File: src/rtl/display_compositor.sv
// Game-screen compositor: splash glyph, bird/pipe overlay, scoring and a blinking hit sequence.
// Define DISPLAY_HIT_BLINK_EN to build the HIT blink state; otherwise a collision goes straight to OVER.
module display_compositor #(
   parameter int ROWS      = 16,
   parameter int COLS      = 16,
   parameter int BIRD_COL  = 8,
   parameter int BIRD_W    = 2,
   parameter int BLINK_DIV = 4,
   parameter int BLINK_N   = 6
) (
   input  logic                       clk,
   input  logic                       reset,
   input  logic                       frame_tick,
   input  logic                       start,
   input  logic [ROWS-1:0]            bird,
   input  logic [ROWS-1:0][COLS-1:0]  pipe,
   output logic [ROWS-1:0][COLS-1:0]  RedPixels,
   output logic [ROWS-1:0][COLS-1:0]  GrnPixels,
   output logic                       gameover,
   output logic                       playing,
   output logic                       score
);

   localparam int ROFF = (ROWS - 16) / 2;
   localparam int COFF = (COLS - 16) / 2;

   generate
      if (ROWS < 16 || COLS < 16 || BIRD_W < 1 || BIRD_COL < 0 ||
          BIRD_COL + BIRD_W > COLS || BLINK_DIV < 1 || BLINK_N < 1) begin : g_bad_params
         $error("display_compositor: illegal parameter combination");
      end
   endgenerate

   typedef enum logic [1:0] {SPLASH = 2'd0, PLAY = 2'd1, HIT = 2'd2, OVER = 2'd3} state_t;
   state_t state, state_next;

   logic start_q, start_rise, tick_play, collision, col_lit, col_q, score_next;
   logic [ROWS-1:0][COLS-1:0] glyph_img, bird_img, red_next, grn_next;

`ifdef DISPLAY_HIT_BLINK_EN
   localparam int FW = $clog2(BLINK_DIV) + 1;
   localparam int TW = $clog2(BLINK_N) + 1;
   logic [FW-1:0] frame_cnt, frame_cnt_next;
   logic [TW-1:0] tog_cnt, tog_cnt_next;
   logic          phase, phase_next;
`endif

   function automatic logic [15:0] glyph_row(input int r);
      case (r)
         5:       glyph_row = 16'h7400;
         6:       glyph_row = 16'h5400;
         7:       glyph_row = 16'h75CA;
         8:       glyph_row = 16'h454A;
         9:       glyph_row = 16'h45EE;
         10:      glyph_row = 16'h0002;
         11:      glyph_row = 16'h000E;
         default: glyph_row = 16'h0000;
      endcase
   endfunction

   assign start_rise = start & ~start_q;
   assign tick_play  = (state == PLAY) & frame_tick;

   always_comb begin
      logic [15:0] g;
      g         = '0;
      glyph_img = '0;
      for (int r = 0; r < 16; r++) begin
         g = glyph_row(r);
         for (int c = 0; c < 16; c++) glyph_img[r+ROFF][c+COFF] = g[c];
      end
   end

   always_comb begin
      collision = 1'b0;
      bird_img  = '0;
      for (int r = 0; r < ROWS; r++) begin
         collision = collision | (bird[r] & (|pipe[r][BIRD_COL +: BIRD_W]));
         for (int c = BIRD_COL; c < BIRD_COL + BIRD_W; c++) bird_img[r][c] = bird[r];
      end
   end

   // The scoring column sits just left of the bird; with the bird at column 0 there is none.
   generate
      if (BIRD_COL > 0) begin : g_score_col
         always_comb begin
            col_lit = 1'b0;
            for (int r = 0; r < ROWS; r++) col_lit = col_lit | pipe[r][BIRD_COL-1];
         end
      end else begin : g_no_score_col
         assign col_lit = 1'b0;
      end
   endgenerate

   // Collision wins over a simultaneous score edge.
   assign score_next = tick_play & col_lit & ~col_q & ~collision;

   always_comb begin
      state_next = state;
`ifdef DISPLAY_HIT_BLINK_EN
      frame_cnt_next = frame_cnt;
      tog_cnt_next   = tog_cnt;
      phase_next     = phase;
`endif
      case (state)
         SPLASH, OVER: if (start_rise) state_next = PLAY;
         PLAY: begin
            if (tick_play && collision) begin
`ifdef DISPLAY_HIT_BLINK_EN
               state_next = HIT;
`else
               state_next = OVER;
`endif
            end
         end
`ifdef DISPLAY_HIT_BLINK_EN
         HIT: begin
            if (frame_tick) begin
               if (frame_cnt == FW'(BLINK_DIV - 1)) begin
                  frame_cnt_next = '0;
                  phase_next     = ~phase;
                  if (tog_cnt == TW'(BLINK_N - 1)) begin
                     state_next   = OVER;
                     tog_cnt_next = '0;
                     phase_next   = 1'b0;
                  end else begin
                     tog_cnt_next = tog_cnt + TW'(1);
                  end
               end else begin
                  frame_cnt_next = frame_cnt + FW'(1);
               end
            end
         end
`endif
         default: state_next = SPLASH;
      endcase
   end

   always_comb begin
      red_next = glyph_img;
      grn_next = '0;
      case (state)
         PLAY: begin
            red_next = bird_img;
            grn_next = pipe;
         end
         HIT: begin
`ifdef DISPLAY_HIT_BLINK_EN
            red_next = phase ? '0 : bird_img;
`endif
            grn_next = pipe;
         end
         default: ;
      endcase
   end

   always_ff @(posedge clk) begin
      if (!reset) begin
         state     <= SPLASH;
         start_q   <= 1'b0;
         col_q     <= 1'b0;
         score     <= 1'b0;
         gameover  <= 1'b0;
         playing   <= 1'b0;
         RedPixels <= glyph_img;
         GrnPixels <= '0;
`ifdef DISPLAY_HIT_BLINK_EN
         frame_cnt <= '0;
         tog_cnt   <= '0;
         phase     <= 1'b0;
`endif
      end else begin
         state     <= state_next;
         start_q   <= start;
         if (tick_play) col_q <= col_lit;
         score     <= score_next;
         gameover  <= (state == HIT) || (state == OVER);
         playing   <= (state == PLAY);
         RedPixels <= red_next;
         GrnPixels <= grn_next;
`ifdef DISPLAY_HIT_BLINK_EN
         frame_cnt <= frame_cnt_next;
         tog_cnt   <= tog_cnt_next;
         phase     <= phase_next;
`endif
      end
   end

endmodule

File: config.mk
export PLATFORM = sky130hd
export DESIGN_NAME = display_compositor
export DESIGN_NICKNAME = d
export VERILOG_FILES = /design/src/rtl/display_compositor.sv
export SDC_FILE = /design/constraint.sdc
export NUM_CORES = 1
export LEC_CHECK = 0
export ABC_CLOCK_PERIOD_IN_PS = 4750
export BUFFER_PORTS_ARGS = -buffer_cell sky130_fd_sc_hd__buf_2
export CORE_AREA = 4 4 305 307
export CTS_BUF_LIST = sky130_fd_sc_hd__clkbuf_16
export CTS_CLUSTER_DIAMETER = 40
export CTS_CLUSTER_SIZE = 14
export DETAILED_ROUTE_END_ITERATION = 8
export DIE_AREA = 0 0 309 311
export PLACE_DENSITY_LB_ADDON = 0.05
export SLEW_MARGIN = 15
export SYNTH_ARGS = -nofsm -noshare
export SYNTH_HDL_FRONTEND = slang
export SYNTH_SLANG_ARGS = --single-unit
File: constraint.sdc
create_clock -name clk -period 4.75 [get_ports clk]
set_clock_uncertainty 0.15 [all_clocks]
set_input_delay 0 -clock clk [delete_from_list [all_inputs] [get_ports clk]]
set_output_delay 0 -clock clk [all_outputs]
set_load 0.02 [all_outputs]
==> results of run 1 <==
flip-flops by register name, summed over array words and instances, names as in the netlist:
signal     flops
gameover       1
col_q          1
score          1
playing        1
start_q        1
GrnPixels    256
state          2
RedPixels     20
metrics by stage:
step | power, mW | instance area [um^2]
floorplan | 3.46 | 10400
global placement | 3.79 | 13000
detailed placement | 3.78 | 13000
CTS | 9.28 | 20500
global route | 9.50 | 20500
finish | 9.03 | 20500
worst min-delay path by stage:
stage	start	to	slack [ns]	cells past startpoint
after global placement	pipe[189]	GrnPixels[189]$_SDFF_PN0_	0.05	2
final	pipe[9]	GrnPixels[9]$_SDFF_PN0_	0.05	3
after floorplan	bird[7]	RedPixels[120]$_SDFF_PN1_	-0.04	1
after CTS	pipe[177]	GrnPixels[177]$_SDFF_PN0_	0.0006	3
after detailed placement	pipe[182]	GrnPixels[182]$_SDFF_PN0_	0.05	2
after global routing	pipe[177]	GrnPixels[177]$_SDFF_PN0_	0.02	3
layer usage:
| layer | GRT usage | share of wire |
|---|---|---|
| met4 | 0.0518 | 0.042 |
| met2 | 0.190 | 0.54 |
| met3 | 0.0341 | 0.095 |
| met5 | 0 | 0.00027 |
| met1 | 0.0866 | 0.32 |
power by group through the flow:
stage / registers [mW] / clock network (mW) / logic, mW
global route: 2.65 / 5.32 / 1.53
finish: 2.63 / 4.99 / 1.41
floorplan: 2.91 / 0 / 0.548
CTS: 2.63 / 5.20 / 1.45
detailed placement: 2.67 / 0 / 1.11
global placement: 2.68 / 0 / 1.12
final cells by class:
| cell class | instances | share of cell area |
|---|---|---|
| antenna | 6 | 0.000732 |
| sequential | 283 | 0.276 |
| inverter | 5 | 0.000915 |
| tap | 1176 | 0.0717 |
| timing repair buffer | 1100 | 0.392 |
| multi-input combinational | 518 | 0.136 |
| clock inverter | 63 | 0.0252 |
| clock buffer | 80 | 0.0976 |
layout by cell type (no fill, tap or decap), types with 2 or more instances in the layout:
master         Yosys  routed
nand4_1            5       5
buf_12             0       2
bufinv_16          0       6
nand3_1            2       2
o211ai_1           3       3
ha_1               4       4
clkinv_2           0      17
o21ai_1            7       7
clkinvlp_4         0       5
and2_1           257     257
clkinv_8           0       2
or2_2              3       3
buf_2             27     598
dlygate4sd3_1      0     499
inv_1              5      20
diode_2            0       6
clkinv_4           0       2
and3_1            16      16
clkbuf_16          0      80
dfxtp_1          283     283
nor4_1             4       4
clkinv_1           0      13
conb_1             1     192
nand2_1            3       3
o21ai_0           10      10
worst min-delay path, delay by kind of cell:
family	cells	cell delay, ns
buffers and inverters	2	0.67
and+or+nand+nor	1	0.10
cell families after synthesis:
| logic type | after synthesis | share of synthesized area |
|---|---|---|
| multiplexers | 1 | 0.00103 |
| AO/OA/AOI/OAI | 25 | 0.0151 |
| other | 1 | 0.000387 |
| flip-flops | 283 | 0.585 |
| buffers and inverters | 273 | 0.201 |
| adder cells (fa/ha/maj) | 4 | 0.00517 |
| AND/OR/NAND/NOR | 296 | 0.193 |
==> run metrics, run 1 <==
maximum number of buffers from clock root to sink=3; pre-CTS setup slack=~2.2 ns; aggregate routed wire length=between 40 and 50 mm; critical setup path kind=reg2reg; peak supply drop=approximately 240 uV; post-synthesis sequential element count=about 280; total vias in the final route=roughly 9500; largest stage delay on the critical path=roughly 0.65 ns; FFs w/ async S/R, synth=0; Critical path buffers and inverters=2; unrepaired setup endpoints after global routing=false; final setup margin=2.29 ns; post-route clock period utilization=0.518; Sw Ratio=0.277; total die area=slightly below 100000 um^2; Final Critical Period=roughly 2.5 ns; Area growth, synth to finish=112%; cts-stage hold buffer count=between 400 and 500; share of total power in sequential cells=0.291; ratio of total power to cell area=440 nW/um^2; Post-DP HPWL=between 30 and 40 mm; final setup TNS=0 ns; total count of max-transition violations in the final report=0; initial standard-cell utilization of the core=0.108; largest net degree at the start of global routing=approximately 120; worst setup path startpoint=state[0]$_SDFFE_PN0P_; leading cell type by number of instances after synthesis=dfxtp_1; number of fill cells=9917; DRC violation total after the first TritonRoute iteration=just under 200; worst hold-check slack=0.0489 ns; Cell Area, Synth=9690 um^2; CTS tree=built; Register Area=around 5700 um^2; leading post-synthesis cells by cell area=dfxtp_1, buf_4, and2_1; post-layout instance count excluding filler cells=approximately 3200; clock sinks=283; count of TritonRoute iterations in the first routing pass=4; I/O pin cnt=between 700 and 800; routability congestion estimate=0.677; FMAX=just over 400 MHz; required time of the worst setup path=5.13 ns; Gate power share=0.156; Worst path top cell family by delay=simple AND/OR/NAND/NOR gates; endpoints failing setup=0; total internal power=6.53 mW; dominant synthesized flop cell=dfxtp_1; Yosys top cell by area=dfxtp_1; total net switching power=roughly 2.5 mW; share of the yosys chip area belonging to registers=0.585; post-CTS setup buffer count=0; Worst-path clk slew=approximately 0.040 ns; worst hold path type=in2reg; Layout Utilization=0.228; Worst setup endpoint=GrnPixels[158]$_SDFF_PN0_; number of distinct standard cells referenced by the synthesized netlist=29; clock network fraction of design power=0.552; most numerous cell types in the synthesized netlist=dfxtp_1, and2_1, buf_4; Worst path depth=5; antenna viol nets, final=0; maximum net fanout on the critical path=116; warnings from Yosys=0; Post-synth EDFFs=0; nets@finish=about 2300; result of the run=finished clean; worst-case headroom to the max-slew limit=0.406; overall routing resource usage=0.0975; Crit Reg-Reg Startpoint=state[0]$_SDFFE_PN0P_; critical path cell sequence=inv_1 -> ha_1 -> and2b_4 -> buf_12 -> and2_1; number of antenna violations at the first check in global routing=4; register-to-register setup slack=~2.3 ns; Wirelength per Cell=around 15 um; number of DRC violations after detailed routing=0; H-tree level count=3; Core ar.=approximately 90000 um^2; reg-to-reg endpoint=GrnPixels[158]$_SDFF_PN0_; post-CTS resize count=0; area taken by multi-input logic gates=roughly 2800 um^2; slowest cell on the critical path=and2b_4; actual transition at the worst max-transition pin=0.890 ns; Leak Pwr=between 10 and 15 nW; clock latency of the later-clocked register in the worst-skew pair=about 0.60 ns; width of the chip=309 um; data arrival time of the critical path=about 2.9 ns; R2R cell count=5; final hold viol count=0; FP Rows=110; cts bufs inserted=between 70 and 80; vias per std cell=just under 3; count of buffers inserted at the top-level ports=598; via count of the first global-routing pass=10000; share of Yosys cell area claimed by the top area cell type=0.585; first-pass GRT wire length=around 67 mm; number of violations of the max-capacitance limit=0; cell count after placement=2583; DIE HEIGHT=just over 300 um; Root Buffer=clkbuf_16; total congestion overflow after global routing=0; cell count after synthesis=883; Post-Syn Area per Cell=11.0 um^2; startpoint type of the worst setup path=flop; CP endpoint kind=flop; fraction of final layout cells with drive strength greater than 1=0.352
No activity file was read; power rests on OpenSTA's default activity.
==> run 2: changes to the inputs <==
- ABC_AREA: not set -> 1
- ABC_CLOCK_PERIOD_IN_PS: 4750 -> 2150
- CORE_AREA: 4 4 305 307 -> 4 4 307 309
- DIE_AREA: 0 0 309 311 -> 0 0 311 313
- clock period: 4.75 -> 2.15 ns (I/O delays scaled with it)
==> run 2 against run 1 <==
Against the previous run: power increased by 130%; worst setup slack lost 2.1 ns; flip-flop and latch count did not move; hold slack lost 0.0067 ns; core utilization increased by 0.23 points; area after synthesis up 3.9%; combinational power grew to 2.8 times the previous value; wire length shrank 3.3%; global-route usage down 0.41 points; sequential share of layout area is 0.69 points lower; count of clock-buffer cells in the layout up 7; first-iteration DRC count increased by 2.0%.
==> run metrics, run 2 <==
result of the run=finished clean; leading cell type by number of instances after synthesis=nor2_1; leading post-synthesis cells by cell area=dfxtp_1, buf_4, nor2_1; cts bufs inserted=86 (+10%); post-route clock period utilization=0.935; largest net degree at the start of global routing=48 (-59%); Worst-path clk slew=0.04 ns (about the same); Cell Area, Synth=10100 um^2 (+3.9%); dominant synthesized flop cell=dfxtp_1; cell count after synthesis=1179 (+34%); FFs w/ async S/R, synth=0 (unchanged); number of antenna violations at the first check in global routing=4 (unchanged); total die area=97300 um^2 (+1.3%); worst hold path type=in2reg; Final Critical Period=between 2 and 2.5 ns; share of Yosys cell area claimed by the top area cell type=0.563 (-0.0218); FP Rows=111 (+0.91%); ratio of total power to cell area=1000 nW/um^2 (+130%); Critical path buffers and inverters=4 (+2); FMAX=498 MHz; peak supply drop=522 uV (+120%); via count of the first global-routing pass=11100 (+11%); required time of the worst setup path=2.49 ns (-2.64 ns); R2R cell count=6 (+1); number of violations of the max-capacitance limit=0 (unchanged); CP endpoint kind=flop; total vias in the final route=10500 (+9.9%); clock sinks=283 (unchanged); reg-to-reg endpoint=GrnPixels[12]$_SDFF_PN0_; count of TritonRoute iterations in the first routing pass=4 (unchanged); initial standard-cell utilization of the core=0.110 (+0.00249); maximum net fanout on the critical path=3 (-97%); final setup margin=0.140 ns (-2.15 ns); critical path cell sequence=dlygate4sd3_1 -> buf_2 -> dlygate4sd3_1 -> inv_1 -> nor2_1 -> nor2_1 -> nand2_1 -> nor2_1 -> nand2_1 -> nand2_2 -> nand3_1 -> nand2_1 -> nor2_1; fraction of final layout cells with drive strength greater than 1=0.311 (-0.0409); register-to-register setup slack=0.15 ns (-2.14 ns); clock latency of the later-clocked register in the worst-skew pair=0.60 ns (about the same); Layout Utilization=0.230 (+0.00230); data arrival time of the critical path=2.35 ns (-0.50 ns); post-CTS setup buffer count=0 (unchanged); post-synthesis sequential element count=283 (unchanged); total congestion overflow after global routing=0 (unchanged); count of buffers inserted at the top-level ports=598 (unchanged); Worst path depth=13 (+8); DRC violation total after the first TritonRoute iteration=203 (+2.0%); number of distinct standard cells referenced by the synthesized netlist=19 (-34%); first-pass GRT wire length=68.1 mm (+1.3%); most common library cell in the layout ignoring fill and taps=buf_2; actual transition at the worst max-transition pin=0.574 ns (-0.316 ns); routability congestion estimate=0.725 (+7.2%); antenna viol nets, final=0 (unchanged); CTS tree=built; Overall Power=21.1 mW (+130%); critical setup path kind=in2reg; endpoints failing setup=0 (unchanged); H-tree level count=3 (unchanged); aggregate routed wire length=47.2 mm (-3.3%); I/O pin cnt=791 (unchanged); largest stage delay on the critical path=0.54 ns (-0.11 ns); commonest cells after routing, fill and taps aside=buf_2, dlygate4sd3_1, nor2_1; Largest register FFs=256 (unchanged); Post-Syn Area per Cell=8.53 um^2 (-22%); Area growth, synth to finish=109%; vias per std cell=2.95 (+0.13%); final std cell area, no fill=21000 um^2 (+2.5%); width of the chip=311 um (+0.65%); overall routing resource usage=0.0934 (-0.00414); Most common cell on crit path=nor2_1; number of DRC violations after detailed routing=0 (unchanged); most numerous cell types in the synthesized netlist=nor2_1, dfxtp_1, inv_1; Wirelength per Cell=13.3 um (-12%); largest registers=GrnPixels (256), RedPixels (20), state (2); standard cell area after detailed placement=13500 um^2 (+3.8%); worst setup path startpoint=bird[8]; worst-case headroom to the max-slew limit=0.614 (+0.208); Post-DP HPWL=35.6 mm (-3.8%); Worst setup endpoint=state[0]$_SDFFE_PN0P_; nets@finish=2578 (+14%); unrepaired setup endpoints after global routing=false; final hold viol count=0 (unchanged); Yosys top cell by area=dfxtp_1; total count of max-transition violations in the final report=0 (unchanged); DIE HEIGHT=313 um (+0.64%); warnings from Yosys=0 (unchanged); Root Buffer=clkbuf_16; Crit Reg-Reg Startpoint=state[0]$_SDFFE_PN0P_; pre-CTS setup slack=0.272 ns (-1.96 ns); maximum number of buffers from clock root to sink=3 (unchanged); slowest cell on the critical path=dlygate4sd3_1; register ranked first by flip-flop count=GrnPixels; startpoint type of the worst setup path=input pin; Post-synth EDFFs=0 (unchanged); share of the yosys chip area belonging to registers=0.563 (-0.0218); final setup TNS=0 ns (unchanged); Leak Pwr=11.4 nW (+14%); Worst path top cell family by delay=buffers and inverters; Core ar.=91400 um^2 (+1.5%)
run 2: logic make-up (layout without fill, tap and decap cells):
logic type | after synthesis | in the layout | share of synthesized area
buf+inv | 546 | 1535 | 0.298
simple gates | 340 | 341 | 0.130
flops | 283 | 283 | 0.563
compound gates | 5 | 5 | 0.00348
fa+ha+maj | 4 | 4 | 0.00497
other cells | 1 | 193 | 0.000373
run 2: area by class of cell:
class	instances	area [um^2]
Clock buffer	87	2180
Timing Repair Buffer	1105	8080
Fill cell	10300	70300
Sequential cell	283	5670
Antenna cell	1	2.50
Inverter	280	1060
Multi-Input combinational cell	542	2150
Clock inverter	63	425
Tap cell	1186	1480
run 2: timing repair:
| item | 4_1_cts | 5_1_grt |
|---|---|---|
| resized for setup | 0 | 5 |
| setup endpoints to repair | 0 | 22 |
| hold endpoints to repair | 282 | 0 |
| hold buffers | 492 | 0 |
run 2: metrics by stage:
| stage | hold WS, ns | cells |
|---|---|---|
| floorplan | -0.0565 | 1370 |
| global placement | 0.0633 | 2903 |
| detailed placement | 0.0674 | 2903 |
| CTS | 0.0000457 | 3545 |
| global route | 0.0197 | 3547 |
| finish | 0.0422 | 3547 |
run 2: routing by layer:
metal	vias to the layer above	share of wire	track usage
li1	5144	-	-
met1	4684	0.35	0.0909
met2	527	0.53	0.177
met3	100	0.086	0.0332
met4	0	0.035	0.0406
met5	-	0	0
run 2: how the worst min path moves through the flow:
stage / cells after the start / slack [ns] / start / endpoint
after CTS: 4 / 0.00005 / pipe[77] / GrnPixels[77]$_SDFF_PN0_
after global routing: 4 / 0.02 / pipe[216] / GrnPixels[216]$_SDFF_PN0_
after detailed placement: 3 / 0.07 / start / start_q$_SDFF_PN0_
after global placement: 3 / 0.06 / pipe[190] / GrnPixels[190]$_SDFF_PN0_
after floorplan: 2 / -0.06 / start / start_q$_SDFF_PN0_
final: 4 / 0.04 / pipe[186] / GrnPixels[186]$_SDFF_PN0_
run 2: worst register-to-register path, stage by stage (launching register included):
cell and delay (ns):
dfxtp_1 0.36, inv_1 0.09, ha_1 0.31, inv_2 0.16
nand2_8 0.16, nor2_1 0.15, dlygate4sd3_1 0.56
run 2: power breakdown:
part	internal, mW	leakage [nW]	total, mW	switching [mW]
logic	1.48	7.76	3.88	2.41
clock network	7.66	1.37	11.3	3.59
registers	5.84	2.32	5.99	0.151
total	15.0	11.4	21.1	6.15
==> run 3: changes to the inputs <==
- MAX_ROUTING_LAYER: not set -> met4
- REMOVE_ABC_BUFFERS: not set -> 1
==> run 3 against run 2 <==
Against the previous run: maximum frequency down 1.2%; register-to-register slack worse by 0.04 ns; largest power group unchanged; largest cell class unchanged; clock power rose by 12%; via count is 1.9% higher; hold slack better by 0.011 ns; core utilization grew 0.98 points; count of clock-buffer cells in the layout did not move; flip-flop and latch count stayed put; wire length down 2.1%.
==> run metrics, run 3 (same netlist as run 2, synthesis figures left out) <==
maximum number of buffers from clock root to sink=3 (unchanged); commonest cells after routing, fill and taps aside=buf_2, dlygate4sd3_1, nor2_1; initial standard-cell utilization of the core=0.110 (unchanged); worst hold path type=in2reg; endpoints failing setup=0 (unchanged); Worst path top cell family by delay=buffers and inverters; count of TritonRoute iterations in the first routing pass=4 (unchanged); number of DRC violations after detailed routing=0 (unchanged); register ranked first by flip-flop count=GrnPixels; area taken by multi-input logic gates=2120 um^2 (-1.3%); Gate power share=0.178 (-0.006); Sw Ratio=0.269 (-0.0219); maximum net fanout on the critical path=15 (+12); antenna viol nets, final=0 (unchanged); number of violations of the max-capacitance limit=0 (unchanged); critical setup path kind=reg2reg; peak supply drop=491 uV (-5.8%); H-tree level count=3 (unchanged); met1 global-route usage=0.0891 (-0.00176); first-pass GRT wire length=67.4 mm (-1.0%); vias per std cell=2.95 (+0.19%); cell count after placement=2900 (-0.10%); post-route clock period utilization=0.947 (+0.0118); ratio of total power to cell area=1030 nW/um^2 (+2.8%); total die area=97300 um^2 (unchanged); clock network fraction of design power=0.558 (+0.025); GR Util met2=0.173 (-0.00476); Register Area=5670 um^2 (unchanged); total internal power=16.5 mW (+11%); CP endpoint kind=flop; post-layout instance count excluding filler cells=3609 (+1.7%); cts bufs inserted=86 (unchanged); CTS tree=built; largest registers=GrnPixels (256), RedPixels (20), state (2); aggregate routed wire length=46.2 mm (-2.1%); nets@finish=2635 (+2.2%); slowest cell on the critical path=dlygate4sd3_1; data arrival time of the critical path=2.42 ns (+0.07 ns); result of the run=finished clean; routability congestion estimate=0.742 (+2.4%); final setup TNS=0 ns (unchanged); number of fill cells=10100 (-1.1%); width of the chip=311 um (unchanged); clock latency of the later-clocked register in the worst-skew pair=0.59 ns (about the same); number of antenna violations at the first check in global routing=4 (unchanged); DRC violation total after the first TritonRoute iteration=281 (+38%); largest net degree at the start of global routing=79 (+65%); Layout Utilization=0.240 (+0.00978); most common library cell in the layout ignoring fill and taps=buf_2; global-route layer with the greatest usage=met2; FMAX=491 MHz (-1.2%); Area growth, synth to finish=118%; Final Critical Period=2.04 ns (+0.0253 ns); final hold viol count=0 (unchanged); count of buffers inserted at the top-level ports=598 (unchanged); worst-case headroom to the max-slew limit=0.520 (-0.0940); overall routing resource usage=0.0949 (+0.00148); fraction of final layout cells with drive strength greater than 1=0.310 (-0.00111); required time of the worst setup path=2.53 ns (+0.04 ns); Largest register FFs=256 (unchanged); largest stage delay on the critical path=0.56 ns (+0.02 ns); share of total power in sequential cells=0.265 (-0.018); Leak Pwr=11.8 nW (+3.6%); critical path cell sequence=inv_1 -> ha_1 -> inv_2 -> nand2_8 -> buf_6 -> nor2_1 -> dlygate4sd3_1; I/O pin cnt=791 (unchanged); Overall Power=22.6 mW (+7.2%); Wirelength per Cell=12.8 um (-3.8%); actual transition at the worst max-transition pin=0.720 ns (+0.145 ns); DIE HEIGHT=313 um (unchanged); startpoint type of the worst setup path=flop; Core ar.=91400 um^2 (unchanged); total net switching power=6.09 mW (-0.90%); total vias in the final route=10700 (+1.9%); met3 Track Usage GR=0.0368 (+0.00357); total count of max-transition violations in the final report=0 (unchanged); Post-DP HPWL=34.3 mm (-3.6%); via count of the first global-routing pass=11300 (+2.4%); clock sinks=283 (unchanged); unrepaired setup endpoints after global routing=false; Critical path buffers and inverters=4 (unchanged); Worst-path clk slew=0.04 ns (about the same); Root Buffer=clkbuf_16; FP Rows=111 (unchanged); total congestion overflow after global routing=0 (unchanged)
run 3: per-layer routing:
layer  wire length [um]  vias up
li1                   -     5260
met1              16400     4754
met2              24200      531
met3               3970      113
met4               1700        0
met5                  0        -
run 3: stage by stage:
stage	cell area [um^2]	worst slack [ns]	hold slack [ns]
2_1_floorplan	8830	-2.39	-0.0565
3_3_place_gp	13500	0.167	0.0644
3_5_place_dp	13500	0.202	0.0694
4_1_cts	21800	0.00891	0.000344
5_1_grt	21900	0.00597	0.0113
6_report	21900	0.115	0.0531
run 3: final timing paths:
path	start	to	slack, ns	depth (start not counted)
max	state[0]$_SDFFE_PN0P_	GrnPixels[95]$_SDFF_PN0_	0.11	7
min	pipe[134]	GrnPixels[134]$_SDFF_PN0_	0.05	4
max reg2reg	state[0]$_SDFFE_PN0P_	GrnPixels[95]$_SDFF_PN0_	0.11	7
min reg2reg	col_q$_SDFFE_PN0P_	score$_SDFF_PN0_	0.28	1
run 3: area by class of cell:
| cell class | instances | share of cell area |
|---|---|---|
| clock buffer | 87 | 0.0992 |
| timing repair buffer | 1163 | 0.398 |
| sequential | 283 | 0.258 |
| antenna | 3 | 0.000342 |
| clock inverter | 66 | 0.0318 |
| tap | 1186 | 0.0676 |
| inverter | 280 | 0.0479 |
| multi-input combinational | 541 | 0.0968 |
run 3: worst min-delay path: stages:
cell	delay (ns)
dlygate4sd3_1	0.53
buf_2	0.10
inv_1	0.04
nor2_1	0.08
run 3: power groups by stage:
stage | clock [mW] | combinational, mW | sequential (mW)
2_1_floorplan | 0 | 0.938 | 6.93
3_3_place_gp | 0 | 3.22 | 6.09
3_5_place_dp | 0 | 3.20 | 6.09
4_1_cts | 13.1 | 4.06 | 6.00
5_1_grt | 13.4 | 4.39 | 6.05
6_report | 12.6 | 4.03 | 5.99
run 3: what timing repair did:
action                                  CTS  global route
hold endpoints to repair                283             0
hold buffers                            546             0
resized for setup                         0             2
endpoints found under the setup margin    0            21
setup buffers                             0             6
